==> src/rtl/rx_window_sequencer.sv <==
`default_nettype none
// +--------------------------------------------------------------------------+
// | Module   : rx_window_sequencer                                           |
// | Purpose  : Acquisition-window scheduler in the AD_CLK domain. On START   |
// |            it clears the sample FIFO, waits DEAD_TIME cycles, then opens |
// |            ECHO_NUM windows of WIN_LEN samples separated by ECHO_GAP     |
// |            idle cycles, tagging each gated sample with its indices.      |
// | Ports    : AD_CLK, RESET_N (async, active-low)                           |
// |            START, ABORT             - run control                        |
// |            DEAD_TIME, WIN_LEN,                                           |
// |            ECHO_GAP, ECHO_NUM       - run configuration (latched)        |
// |            ACQ_GATE, SAMPLE_IDX,                                         |
// |            ECHO_IDX                 - sample gate and tags               |
// |            FIFO_ACLR                - FIFO clear (high during reset)     |
// |            BUSY, DONE, CFG_ERR      - status                             |
// | Revision : 1.0 - initial release                                         |
// +--------------------------------------------------------------------------+
module rx_window_sequencer #(
  parameter int CNT_W       = 16,
  parameter int ECHO_W      = 8,
  parameter int ACLR_CYCLES = 4
) (
  input  logic              AD_CLK,
  input  logic              RESET_N,
  input  logic              START,
  input  logic              ABORT,
  input  logic [CNT_W-1:0]  DEAD_TIME,
  input  logic [CNT_W-1:0]  WIN_LEN,
  input  logic [CNT_W-1:0]  ECHO_GAP,
  input  logic [ECHO_W-1:0] ECHO_NUM,
  output logic              ACQ_GATE,
  output logic [CNT_W-1:0]  SAMPLE_IDX,
  output logic [ECHO_W-1:0] ECHO_IDX,
  output logic              FIFO_ACLR,
  output logic              BUSY,
  output logic              DONE,
  output logic              CFG_ERR
);

  typedef enum logic [2:0] {
    S_IDLE   = 3'd0,
    S_CLEAR  = 3'd1,
    S_DEAD   = 3'd2,
    S_WINDOW = 3'd3,
    S_GAP    = 3'd4,
    S_FINISH = 3'd5
  } t_state;

  localparam logic [CNT_W-1:0]  c_aclr_last = CNT_W'(ACLR_CYCLES - 1);
  localparam logic [CNT_W-1:0]  c_cnt_zero  = '0;
  localparam logic [CNT_W-1:0]  c_cnt_one   = CNT_W'(1);
  localparam logic [ECHO_W-1:0] c_echo_zero = '0;
  localparam logic [ECHO_W-1:0] c_echo_one  = ECHO_W'(1);

  t_state            r_state;
  logic [CNT_W-1:0]  r_cnt;
  logic [CNT_W-1:0]  r_dead;
  logic [CNT_W-1:0]  r_win;
  logic [CNT_W-1:0]  r_gap;
  logic [ECHO_W-1:0] r_echo_num;
  logic [ECHO_W-1:0] r_echo_cnt;
  logic [CNT_W-1:0]  r_sample_idx;
  logic [ECHO_W-1:0] r_echo_idx;
  logic              r_acq_gate;
  logic              r_fifo_aclr;
  logic              r_busy;
  logic              r_done;
  logic              r_cfg_err;

  t_state            w_state_nxt;
  logic [CNT_W-1:0]  w_cnt_nxt;
  logic [ECHO_W-1:0] w_echo_cnt_nxt;
  logic [CNT_W-1:0]  w_sample_nxt;
  logic              w_cfg_err_nxt;
  logic              w_accept;

  // Terminal values are (latched - 1); the latched values are never zero
  // where these are used, so no counter has to reach the latched value.
  logic [CNT_W-1:0]  w_dead_last;
  logic [CNT_W-1:0]  w_win_last;
  logic [CNT_W-1:0]  w_gap_last;
  logic [ECHO_W-1:0] w_echo_last;

  assign w_dead_last = r_dead - c_cnt_one;
  assign w_win_last  = r_win - c_cnt_one;
  assign w_gap_last  = r_gap - c_cnt_one;
  assign w_echo_last = r_echo_num - c_echo_one;

  always_comb begin
    w_state_nxt    = r_state;
    w_cnt_nxt      = r_cnt;
    w_echo_cnt_nxt = r_echo_cnt;
    w_sample_nxt   = r_sample_idx;
    w_cfg_err_nxt  = r_cfg_err;
    w_accept       = 1'b0;

    if (r_state != S_IDLE && ABORT) begin
      w_state_nxt = S_IDLE;
    end else begin
      case (r_state)
        S_IDLE: begin
          if (START && !ABORT) begin
            if (WIN_LEN != c_cnt_zero && ECHO_NUM != c_echo_zero) begin
              w_accept       = 1'b1;
              w_cfg_err_nxt  = 1'b0;
              w_state_nxt    = S_CLEAR;
              w_cnt_nxt      = c_cnt_zero;
              w_echo_cnt_nxt = c_echo_zero;
            end else begin
              w_cfg_err_nxt = 1'b1;
            end
          end
        end
        S_CLEAR: begin
          if (r_cnt == c_aclr_last) begin
            w_cnt_nxt = c_cnt_zero;
            if (r_dead == c_cnt_zero) begin
              w_state_nxt  = S_WINDOW;
              w_sample_nxt = c_cnt_zero;
            end else begin
              w_state_nxt = S_DEAD;
            end
          end else begin
            w_cnt_nxt = r_cnt + c_cnt_one;
          end
        end
        S_DEAD: begin
          if (r_cnt == w_dead_last) begin
            w_state_nxt  = S_WINDOW;
            w_sample_nxt = c_cnt_zero;
          end else begin
            w_cnt_nxt = r_cnt + c_cnt_one;
          end
        end
        S_WINDOW: begin
          if (r_sample_idx == w_win_last) begin
            if (r_echo_cnt == w_echo_last) begin
              w_state_nxt = S_FINISH;
            end else begin
              w_echo_cnt_nxt = r_echo_cnt + c_echo_one;
              if (r_gap == c_cnt_zero) begin
                // Zero gap: next window starts on the very next sample.
                w_sample_nxt = c_cnt_zero;
              end else begin
                w_state_nxt = S_GAP;
                w_cnt_nxt   = c_cnt_zero;
              end
            end
          end else begin
            w_sample_nxt = r_sample_idx + c_cnt_one;
          end
        end
        S_GAP: begin
          if (r_cnt == w_gap_last) begin
            w_state_nxt  = S_WINDOW;
            w_sample_nxt = c_cnt_zero;
          end else begin
            w_cnt_nxt = r_cnt + c_cnt_one;
          end
        end
        S_FINISH: begin
          w_state_nxt = S_IDLE;
        end
        default: begin
          w_state_nxt = S_IDLE;
        end
      endcase
    end
  end

  // Outputs are registered from the next state so each one is aligned
  // with the cycle the state machine enters.
  always_ff @(posedge AD_CLK or negedge RESET_N) begin
    if (!RESET_N) begin
      r_state      <= S_IDLE;
      r_cnt        <= '0;
      r_dead       <= '0;
      r_win        <= '0;
      r_gap        <= '0;
      r_echo_num   <= '0;
      r_echo_cnt   <= '0;
      r_sample_idx <= '0;
      r_echo_idx   <= '0;
      r_acq_gate   <= 1'b0;
      r_fifo_aclr  <= 1'b1;
      r_busy       <= 1'b0;
      r_done       <= 1'b0;
      r_cfg_err    <= 1'b0;
    end else begin
      r_state    <= w_state_nxt;
      r_cnt      <= w_cnt_nxt;
      r_echo_cnt <= w_echo_cnt_nxt;
      r_cfg_err  <= w_cfg_err_nxt;
      if (w_accept) begin
        r_dead     <= DEAD_TIME;
        r_win      <= WIN_LEN;
        r_gap      <= ECHO_GAP;
        r_echo_num <= ECHO_NUM;
      end
      // Indices only move together with the gate and hold outside windows.
      if (w_state_nxt == S_WINDOW) begin
        r_sample_idx <= w_sample_nxt;
        r_echo_idx   <= w_echo_cnt_nxt;
      end
      r_acq_gate  <= (w_state_nxt == S_WINDOW);
      r_fifo_aclr <= (w_state_nxt == S_CLEAR);
      r_busy      <= (w_state_nxt != S_IDLE);
      r_done      <= (w_state_nxt == S_FINISH);
    end
  end

  assign ACQ_GATE   = r_acq_gate;
  assign SAMPLE_IDX = r_sample_idx;
  assign ECHO_IDX   = r_echo_idx;
  assign FIFO_ACLR  = r_fifo_aclr;
  assign BUSY       = r_busy;
  assign DONE       = r_done;
  assign CFG_ERR    = r_cfg_err;

endmodule
`default_nettype wire
==> config.mk <==
export PLATFORM = sky130hd
export DESIGN_NAME = rx_window_sequencer
export DESIGN_NICKNAME = d
export VERILOG_FILES = /design/src/rtl/rx_window_sequencer.sv
export SDC_FILE = /design/constraint.sdc
export NUM_CORES = 1
export LEC_CHECK = 0
export CORE_ASPECT_RATIO = 0.75
export CORE_MARGIN = 1
export CORE_UTILIZATION = 61
export CTS_CLUSTER_SIZE = 30
export DETAILED_ROUTE_END_ITERATION = 8
export PLACE_DENSITY = 0.93
export SLEW_MARGIN = 25
export SYNTH_ARGS = -nofsm -noshare
export SYNTH_HDL_FRONTEND = slang
export SYNTH_SLANG_ARGS = --single-unit
==> constraint.sdc <==
create_clock -name AD_CLK -period 6.55 [get_ports AD_CLK]
set_input_delay 0.9825 -clock AD_CLK [delete_from_list [all_inputs] [get_ports AD_CLK]]
set_output_delay 0.9825 -clock AD_CLK [all_outputs]
set_load 0.05 [all_outputs]
After elaboration in Yosys (flattened, before gate mapping)
Cells that the tools add are included.
- bits of input ports: 60
- flip-flop bits (word level): 112
- logic and storage cells: 102
- reduce and logical (&&, ||, !) cells: 16
- $add $sub $neg: 7
- equality and inequality tests: 25
- bitwise logic cells: 1
- muxes and demuxes: 39
- operators with widths (operator ; number):
    two-way mux 16 bit ; 15
    one-hot mux 16 bit (5 select lines) ; 1
    one-hot mux 16 bit (4 select lines) ; 1
    == test 16 bit ; 3
    subtractor 16 x 1 -> 16 bit (second input constant) ; 3
    two-way mux 8 bit ; 5
    adder 16 x 1 -> 16 bit (second input constant) ; 2
    zero test 16 bit ; 2
    two-way mux 3 bit ; 9
    != test 2 bit (second input constant) ; 11
    AND reduction 9 bit ; 2
    == test 16 x 2 -> 1 bit (second input constant) ; 1
    one-hot mux 8 bit (2 select lines) ; 1
    nonzero test 16 bit ; 1
    one-hot mux 3 bit (5 select lines) ; 1
    == test 3 x 2 -> 1 bit (second input constant) ; 3
    adder 8 x 1 -> 8 bit (second input constant) ; 1
    == test 8 bit ; 1
    nonzero test 8 bit ; 1
    subtractor 8 x 1 -> 8 bit (second input constant) ; 1
    == test 3 x 1 -> 1 bit (second input constant) ; 2
    == test 3 bit (second input constant) ; 2
    two-way mux 1 bit ; 6
    != test 3 bit (second input constant) ; 2
    8 further kinds ; 11

Logic depth before layout (Yosys ltp)
- word-level depth: 8
- gate-level depth with buffers: 16

Worst setup path after synthesis
Ideal clock, no wire load.
- path type: reg2reg
- start: reg r_win[3]
- end: reg r_echo_idx[0] (netlist: ECHO_IDX[0])
- arrival time: 3310 ps
- buffers on the path: 3
- slack: 3115 ps
- period minus slack after synthesis: 3435 ps
- cell stages (with the launch flop): 14
- cell sequence: dfrtp_1 > buf_2 > or4_4 > or3_1 > and3b_1 > o211ai_2 > nor4_2 > a31oi_4 > or2_1 > buf_4 > or3b_1 > buf_2 > inv_4 > mux2_2
- word-level cells in the longest chain between the ends: 6
- RTL lines (what ; line ; text):
    from (decl) ; 58 ; logic [CNT_W-1:0] r_win;
    from (signal assigned) ; 178 ; r_win <= '0;
    from (signal assigned) ; 196 ; r_win <= WIN_LEN;
    subtractor 16 x 1 -> 16 bit * ; 85 ; assign w_win_last = r_win - c_cnt_one;
    == test 16 bit * ; 136 ; if (r_sample_idx == w_win_last) begin
    two-way mux 3 bit ; 136 ;
    one-hot mux 3 bit (5 select lines) ; 100 ; case (r_state)
    two-way mux 3 bit ; 97 ; if (r_state != S_IDLE && ABORT) begin
    == test 3 x 2 -> 1 bit ; 201 ; if (w_state_nxt == S_WINDOW) begin
    to (signal assigned) ; 203 ; r_echo_idx <= w_echo_cnt_nxt;
    to (decl) ; 63 ; logic [ECHO_W-1:0] r_echo_idx;
Every way passes the cells marked *; elsewhere a longest branch is shown, timed or not.
A chain may end at the register's enable or synchronous reset.

Worst setup path in the final report
- start: reg r_win[3]
- end: reg r_sample_idx[6] (netlist: SAMPLE_IDX[6])
- word-level cells in the longest chain between the ends: 7
- RTL lines (what ; line ; text):
    subtractor 16 x 1 -> 16 bit * ; 85 ;
    == test 16 bit * ; 136 ;
    two-way mux 3 bit ; 136 ;
    one-hot mux 3 bit (5 select lines) ; 100 ;
    two-way mux 3 bit ; 97 ;
    == test 3 x 2 -> 1 bit ; 201 ;
    AND reduction 9 bit (no line) ; n/a ;
    to (signal assigned) ; 202 ; r_sample_idx <= w_sample_nxt;
    to (decl) ; 62 ; logic [CNT_W-1:0] r_sample_idx;
Marked as above.

==> impl_results.md <==
- Cell depth of the worst flop-to-flop path: 10
- Count of flip-flops with a built-in enable after synthesis: 0
- Post-detailed-route via-to-cell ratio: ~6.7
- Initial Utilization: around 64%
- Nets: roughly 870
- Cell area reported after detailed placement: around 8000 µm²
- Library cell with the largest summed area after synthesis: dfrtp_1
- Clock tree from TritonCTS: done
- Leakage power summed over all cells: ~0.0033 µW
- Synthesis-to-layout area growth: 16.7%
- DR pass1 iterations: 6
- Final hold vios: 0
- Required time of the critical path: 6.85 ns
- Post-synthesis async set-or-reset flop share: 100%
- Max-slew headroom at the worst pin: between 40% and 50%
- Half-perimeter wire length after detailed placement: 13,700 µm
- Pin slew with the least headroom to its limit: 0.859 ns
- All-Layer GR Usage: 32.6%
- Vias in the first global route: a little over 6,000
- CORE AREA: 11,100 µm²
- Final Non-Filler Cells: 951
- Biggest fanout along the worst timing path: 20
- Share of power burned in the clock network: between 10% and 20%
- Most used standard cells in the synthesized netlist: dfrtp_1, mux2_2, nor2_1, nand2_1, xnor2_1
- Worst hold-check path type: register to register
- Row cnt: 33
- Endpoints failing setup: 0
- Maximum clock path buffer count: 2
- Die area: 12,100 µm²
- Worst setup path startpoint: r_win[3]
- Cell area after layout: 8290 µm²
- Instance count after placement with tap cells included: 935
- Power per unit of standard cell area: 399 nW/µm²
- Total negative slack: 0 ns
- Diode insertion count for antenna repair: 0
- Yosys cell types: 71
- Wirelength, routed: 18,700 µm
- Cells taking the most area after synthesis: dfrtp_1, mux2_2, xnor2_1, xor2_1, o21ai_0
- Number of clock sinks seen by CTS: 112
- Detail-routed net length per standard cell: 19.7 µm
- Netlist area before placement: 7110 µm²
- Clock Root Buffer: clkbuf_16
- Final Slew Violations: 0
- Final worst-path cycle share: 67.5%
- Clock tree skew after final layout: 0.0118 ns
- Fraction of post-synthesis cell area in the top cell type by area: 39.1%
- Number of antenna violations at the first check in global routing: 0
- RSZ-0062 raised after global routing: no
- Clock-pin slew on the worst setup and hold paths: 0.08 ns
- Mapped Avg Cell Area: roughly 9.5 µm²
- Die Wd: 127 µm
- Htree depth: 3
- Fraction of final layout cells sized beyond drive strength 1: between 10% and 20%
- First-pass GRT wire length: 30,900 µm
- Fin crit period: 4.42 ns
- Total number of yosys warnings: 0
- Type of the worst setup path: register to register
- Most used flip-flop cell after synthesis: dfrtp_1
- Count of hold-fix buffers inserted at cts: 0
- Worst supply voltage drop on vdd: 0.216 mV
- Top Ports: 89
- Number of clock buffers inserted by TritonCTS: 9
- Post-synthesis cell count: between 700 and 800
- Run status: completed
- Layout filler cell count: 775
- Cell-internal power: 1860 µW
- Library cell with the highest instance count after synthesis: dfrtp_1
- Sort of element at the end of the critical path: register
- Cell depth of the worst hold path: 1
- Worst Hold End: ECHO_IDX[0]
- # Post-CTS Setup Buffers: 0
- Iteration-0 DRC Markers: between 400 and 500
- Crit Reg-Reg Startpoint: r_win[3]
- Total chip power: 3310 µW
- Sw frac: 43.9%
- Logic gate share of total power: 44.9%
- Max_cap viols: 0
- DRT antenna net count: 0
- Power share of the sequential group: around two fifths
- Post-CTS resize count: 0
- Crit path arrival time: roughly 4.7 ns
- Overall via count from detail_route: approximately 6,400
- Insertion delay of the later-clocked pin in the worst-skew pair: 0.36 ns
- Number of flip-flops and latches in the synthesized netlist: 112
- Switching power of the nets: about 1500 µW
- Total of buffers placed on input and output ports: 88
- Last weighted congestion value of the routability-driven placer: ~0.93
- Setup crit start kind: register
- DRC errors left: 0
- Maximum number of pins on one net before global-route repair: 64
- Internal reg-to-reg setup slack: 2.13 ns
- Peak clock frequency supported by timing: approximately 230 MHz
- Post-synthesis net count: 816
- Share of synthesized area occupied by flip-flops and latches: approximately two fifths
- GRT Residual Overflow: 0
- Critical register-to-register path endpoint: SAMPLE_IDX[6]
- Height of the die: 95.5 µm
- Launch point of the worst hold path: ECHO_IDX[0]
-- cells by family (layout without fill, tap and decap cells) --
group / count (synthesis) / after routing / synth area share (%)
simple gates: 284 / 284 / 22.6
fa+ha+maj: 8 / 8 / 1.37
xor+xnor: 74 / 74 / 9.12
flops: 112 / 112 / 39.5
mux: 68 / 68 / 10.7
buf+inv: 65 / 127 / 3.68
compound gates: 138 / 138 / 13.0
-- cell type report --
class,instances,area [µm²],area share (%)
Clock buffer,11,243,2.93
Inverter,21,81.3,0.981
Sequential cell,112,2800,33.8
Multi-Input combinational cell,572,4050,48.8
Tap cell,140,175,2.11
Timing Repair Buffer,90,893,10.8
Clock inverter,5,46.3,0.558
-- through the flow --
| step | util, % | setup WS, ns | hold WS [ns] |
|---|---|---|---|
| after floorplan | - | 3.12 | 0.500 |
| after global placement | 71.7 | 2.35 | 0.477 |
| after detailed placement | 71.7 | 2.22 | 0.500 |
| after CTS | 74.3 | 2.22 | 0.517 |
| after global routing | 74.4 | 1.85 | 0.534 |
| final | 74.4 | 2.13 | 0.513 |
-- metal layers --
layer	track usage (%)	part of all wire, %	vias up
met5	0	0	-
met4	10.9	1.9	0
met3	5.72	8.1	52
met2	55.0	47	354
met1	43.0	43	3084
li1	-	-	2872
-- layout by cell type, fill, tap and decap left out, types with 4 or more instances in the layout --
cell,netlist,routed
xnor2_1,41,41
nand2_1,43,43
clkbuf_16,0,9
dfrtp_1,111,111
o21bai_1,6,6
and3_1,10,10
xor2_1,33,33
or3_1,13,12
o211ai_1,8,8
nor4_1,26,26
nand4_1,18,18
a21oi_1,23,23
or4_1,9,9
a211oi_1,4,4
nor3_1,28,28
nand4b_1,4,4
nor2_1,45,45
a21o_1,4,4
mux2_2,65,65
ha_1,7,7
a31oi_1,6,6
nand2b_1,11,11
nor2b_1,13,13
o21ai_0,36,36
nand3b_1,5,5
nand3_1,26,26
and2_1,5,5
clkdlybuf4s50_1,0,87
inv_1,20,20
a22o_1,5,5
nor3b_1,7,7
o31ai_1,10,10
-- worst max path at each step --
stage                     slack [ns]            end  depth (start not counted)
after floorplan                 3.12    ECHO_IDX[0]                         13
after global placement          2.35    ECHO_IDX[3]                         10
after detailed placement        2.22    ECHO_IDX[5]                         10
after CTS                       2.22  SAMPLE_IDX[6]                         10
after global routing            1.85  SAMPLE_IDX[6]                         10
final                           2.13  SAMPLE_IDX[6]                         10
-- power groups by stage --
stage                     clock network, µW  logic [µW]  registers, µW
final                                   545        1490           1280
after global routing                    572        1610           1310
after CTS                               551        1460           1270
after detailed placement                  0        1450           1270
after global placement                    0        1370           1250
after floorplan                           0        1100           1220
-- sequential cells by signal, summed over array words and instances (netlist names), 3 cells and up --
register    flops
r_dead         16
r_echo_num      8
r_cnt          16
ECHO_IDX        8
r_state         3
r_echo_cnt      8
SAMPLE_IDX     16
r_win          16
r_gap          16
-- critical path, stage by stage, from the launching register on --
cell and delay (ns):
dfrtp_1 0.53, or4_4 0.61, or3_1 0.39, and3b_1 0.20, o211ai_2 0.29, nor4_2 0.12, a31oi_4 0.34, or2_1 0.46
or3b_1 0.72, or4_1 0.60, nand2_1 0.07
(Power assumes the default switching activity.)
==> variant, RTL diff (same settings) <==
Encoding of `t_state`: now one-hot (6 bits for 6 states).
--- a/src/rtl/rx_window_sequencer.sv
+++ b/src/rtl/rx_window_sequencer.sv
@@ -39,9 +39,9 @@
 
-  typedef enum logic [2:0] {
-    S_IDLE   = 3'd0,
-    S_CLEAR  = 3'd1,
-    S_DEAD   = 3'd2,
-    S_WINDOW = 3'd3,
-    S_GAP    = 3'd4,
-    S_FINISH = 3'd5
+  typedef enum logic [5:0] {
+    S_IDLE   = 6'b000001,
+    S_CLEAR  = 6'b000010,
+    S_DEAD   = 6'b000100,
+    S_WINDOW = 6'b001000,
+    S_GAP    = 6'b010000,
+    S_FINISH = 6'b100000
   } t_state;
Function: same outputs for any inputs over 4 cycles, from zero or initial values and one cycle with RESET_N low; so few cycles prove little.
==> variant against the original RTL <==
- wire length increased by 9.8%
- largest cell class unchanged
- non-clock buffer count rose by 2
- critical path depth fell by 1
- sequential power is 5% lower
- setup slack worse by 0.021 ns
- largest power group is now sequential cells
- cell area grew 6.8%
- power rose by 2.9%
- utilization is 1.9 points higher
- synthesized area is 2.3% higher
- die area is 2.2% higher
- clock skew down 0.0049 ns
- count of clock-buffer cells in the layout grew 11
- synthesized cell count rose by 2.4%
- sequential cell count grew 3
==> variant: results <==
group,metric,value,unit
timing,slew_headroom,33.1,%
yosys,synth_area_leaders,"dfrtp_1 (39%), mux2_2 (9.9%), xnor2_1 (5.3%)",
clock_network,worst_skew_pair.late_latency,0.43,ns
hold_path,min_from,"ECHO_IDX[4]",
critical_path,worstRegToRegCells,9,
cells_and_area,drive_above_1_share,13.9,%
clock_network,cts.clk_slew.worst_paths,0.05,ns
yosys,synth_fp_nets,834,
critical_path,rrSetupSlack,2.11,ns
timing,hold_ws,0.503,ns
placement,post_dp_cell_area,8200,µm²
detailed_routing,vias_per_cell,6.58,
placement,place.gp.congestion,0.936,
detailed_routing,drtPass1Iterations,7,
placement,placed_cells,978,
yosys,synth_cell_types,70,
detailed_routing,wirelength,20.6,mm
placement,hpwl,14.0,mm
placement,place_ws,1.99,ns
clock_network,numCtsBuffers,17,
cells_and_area,layout.cells.non_filler,1010,
cells_and_area,nets,902,
pwr,p_leak,0.00364,µW
clock_network,cts-htree-levels,4,
critical_path,rr_endpoint,"r_cnt[12]",
yosys,yosysSeqAreaShare,39.6,%
grt,grt_max_degree,66,
grt,grt.total_usage,34.5,%
grt,grt_pass1_wl,32.4,mm
critical_path,arrival,4.70,ns
hold_path,worstHoldEndpoint,"ECHO_IDX[4]",
detailed_routing,drt_iter0_drc,916,
timing,skew,0.00693,ns
yosys,synth_common_cells,"dfrtp_1 (113), mux2_2 (64), nor2_1 (46), nand3_1 (45), xnor2_1 (44)",
grt,grt_pass1_vias,6508,
run_status,outcome,"complete, no violations",
critical_path,cp_max_fo,17,
pwr,max-vdd-ir-drop,303,µV
-- variant: cell count changes after synthesis, sizes merged, moves of 7 or more --
cell / change
a31oi: +7
o21ai: -19
o31ai: +16
nand3: +19
inv: +16
nand4: -8
-- variant: cell type report --
class / instances / area (µm²)
Clock buffer: 22 / 474
Clock inverter: 10 / 154
Fill cell: 764 / 2760
Inverter: 37 / 139
Multi-Input combinational cell: 572 / 4100
Sequential cell: 115 / 2880
Tap cell: 162 / 203
Timing Repair Buffer: 92 / 908
-- variant: worst max-delay path by stage --
stage             endpoint  slack (ns)  depth (start not counted)
2_1_floorplan  ECHO_IDX[5]        3.02                         11
3_3_place_gp   ECHO_IDX[1]        2.22                          8
3_5_place_dp      r_cnt[1]        1.99                         11
4_1_cts          r_cnt[12]        1.98                         11
5_1_grt          r_cnt[12]        1.97                         11
6_report         r_cnt[12]        2.11                          9
-- variant: report_power, final --
group	leakage [µW]	switching (µW)	total, µW	internal (µW)
combinational	0.00191	626	1190	562
clock	0.000314	342	1010	663
sequential	0.00142	303	1210	908
total	0.00364	1270	3400	2130
-- variant: layer usage --
layer  GRT usage (%)  up-vias  share of wire (%)
li1                -     2965                  -
met1            45.1     3246                 41
met2            55.7      383                 47
met3            8.26       51                 10
met4            14.0        0                2.0
met5               0        -                  0
-- variant: worst max-delay path, cell delays in order, from the launching register on --
cell and delay, ns:
dfrtp_1 0.46, or4_1 0.70, or4_4 0.54, a211o_1 0.31
a21boi_2 0.16, nand4b_1 0.21, nor4_2 0.29, o21ai_2 0.27
or2_0 0.64, o41ai_1 0.67
-- variant: cells by family after synthesis --
group           count (synthesis)  synth area share, %
simple gates                  271                 20.2
compound gates                152                 15.0
flops                         115                 39.6
buf+inv                        80                 4.41
xor+xnor                       73                 8.99
mux                            67                 10.3
fa+ha+maj                       9                 1.48
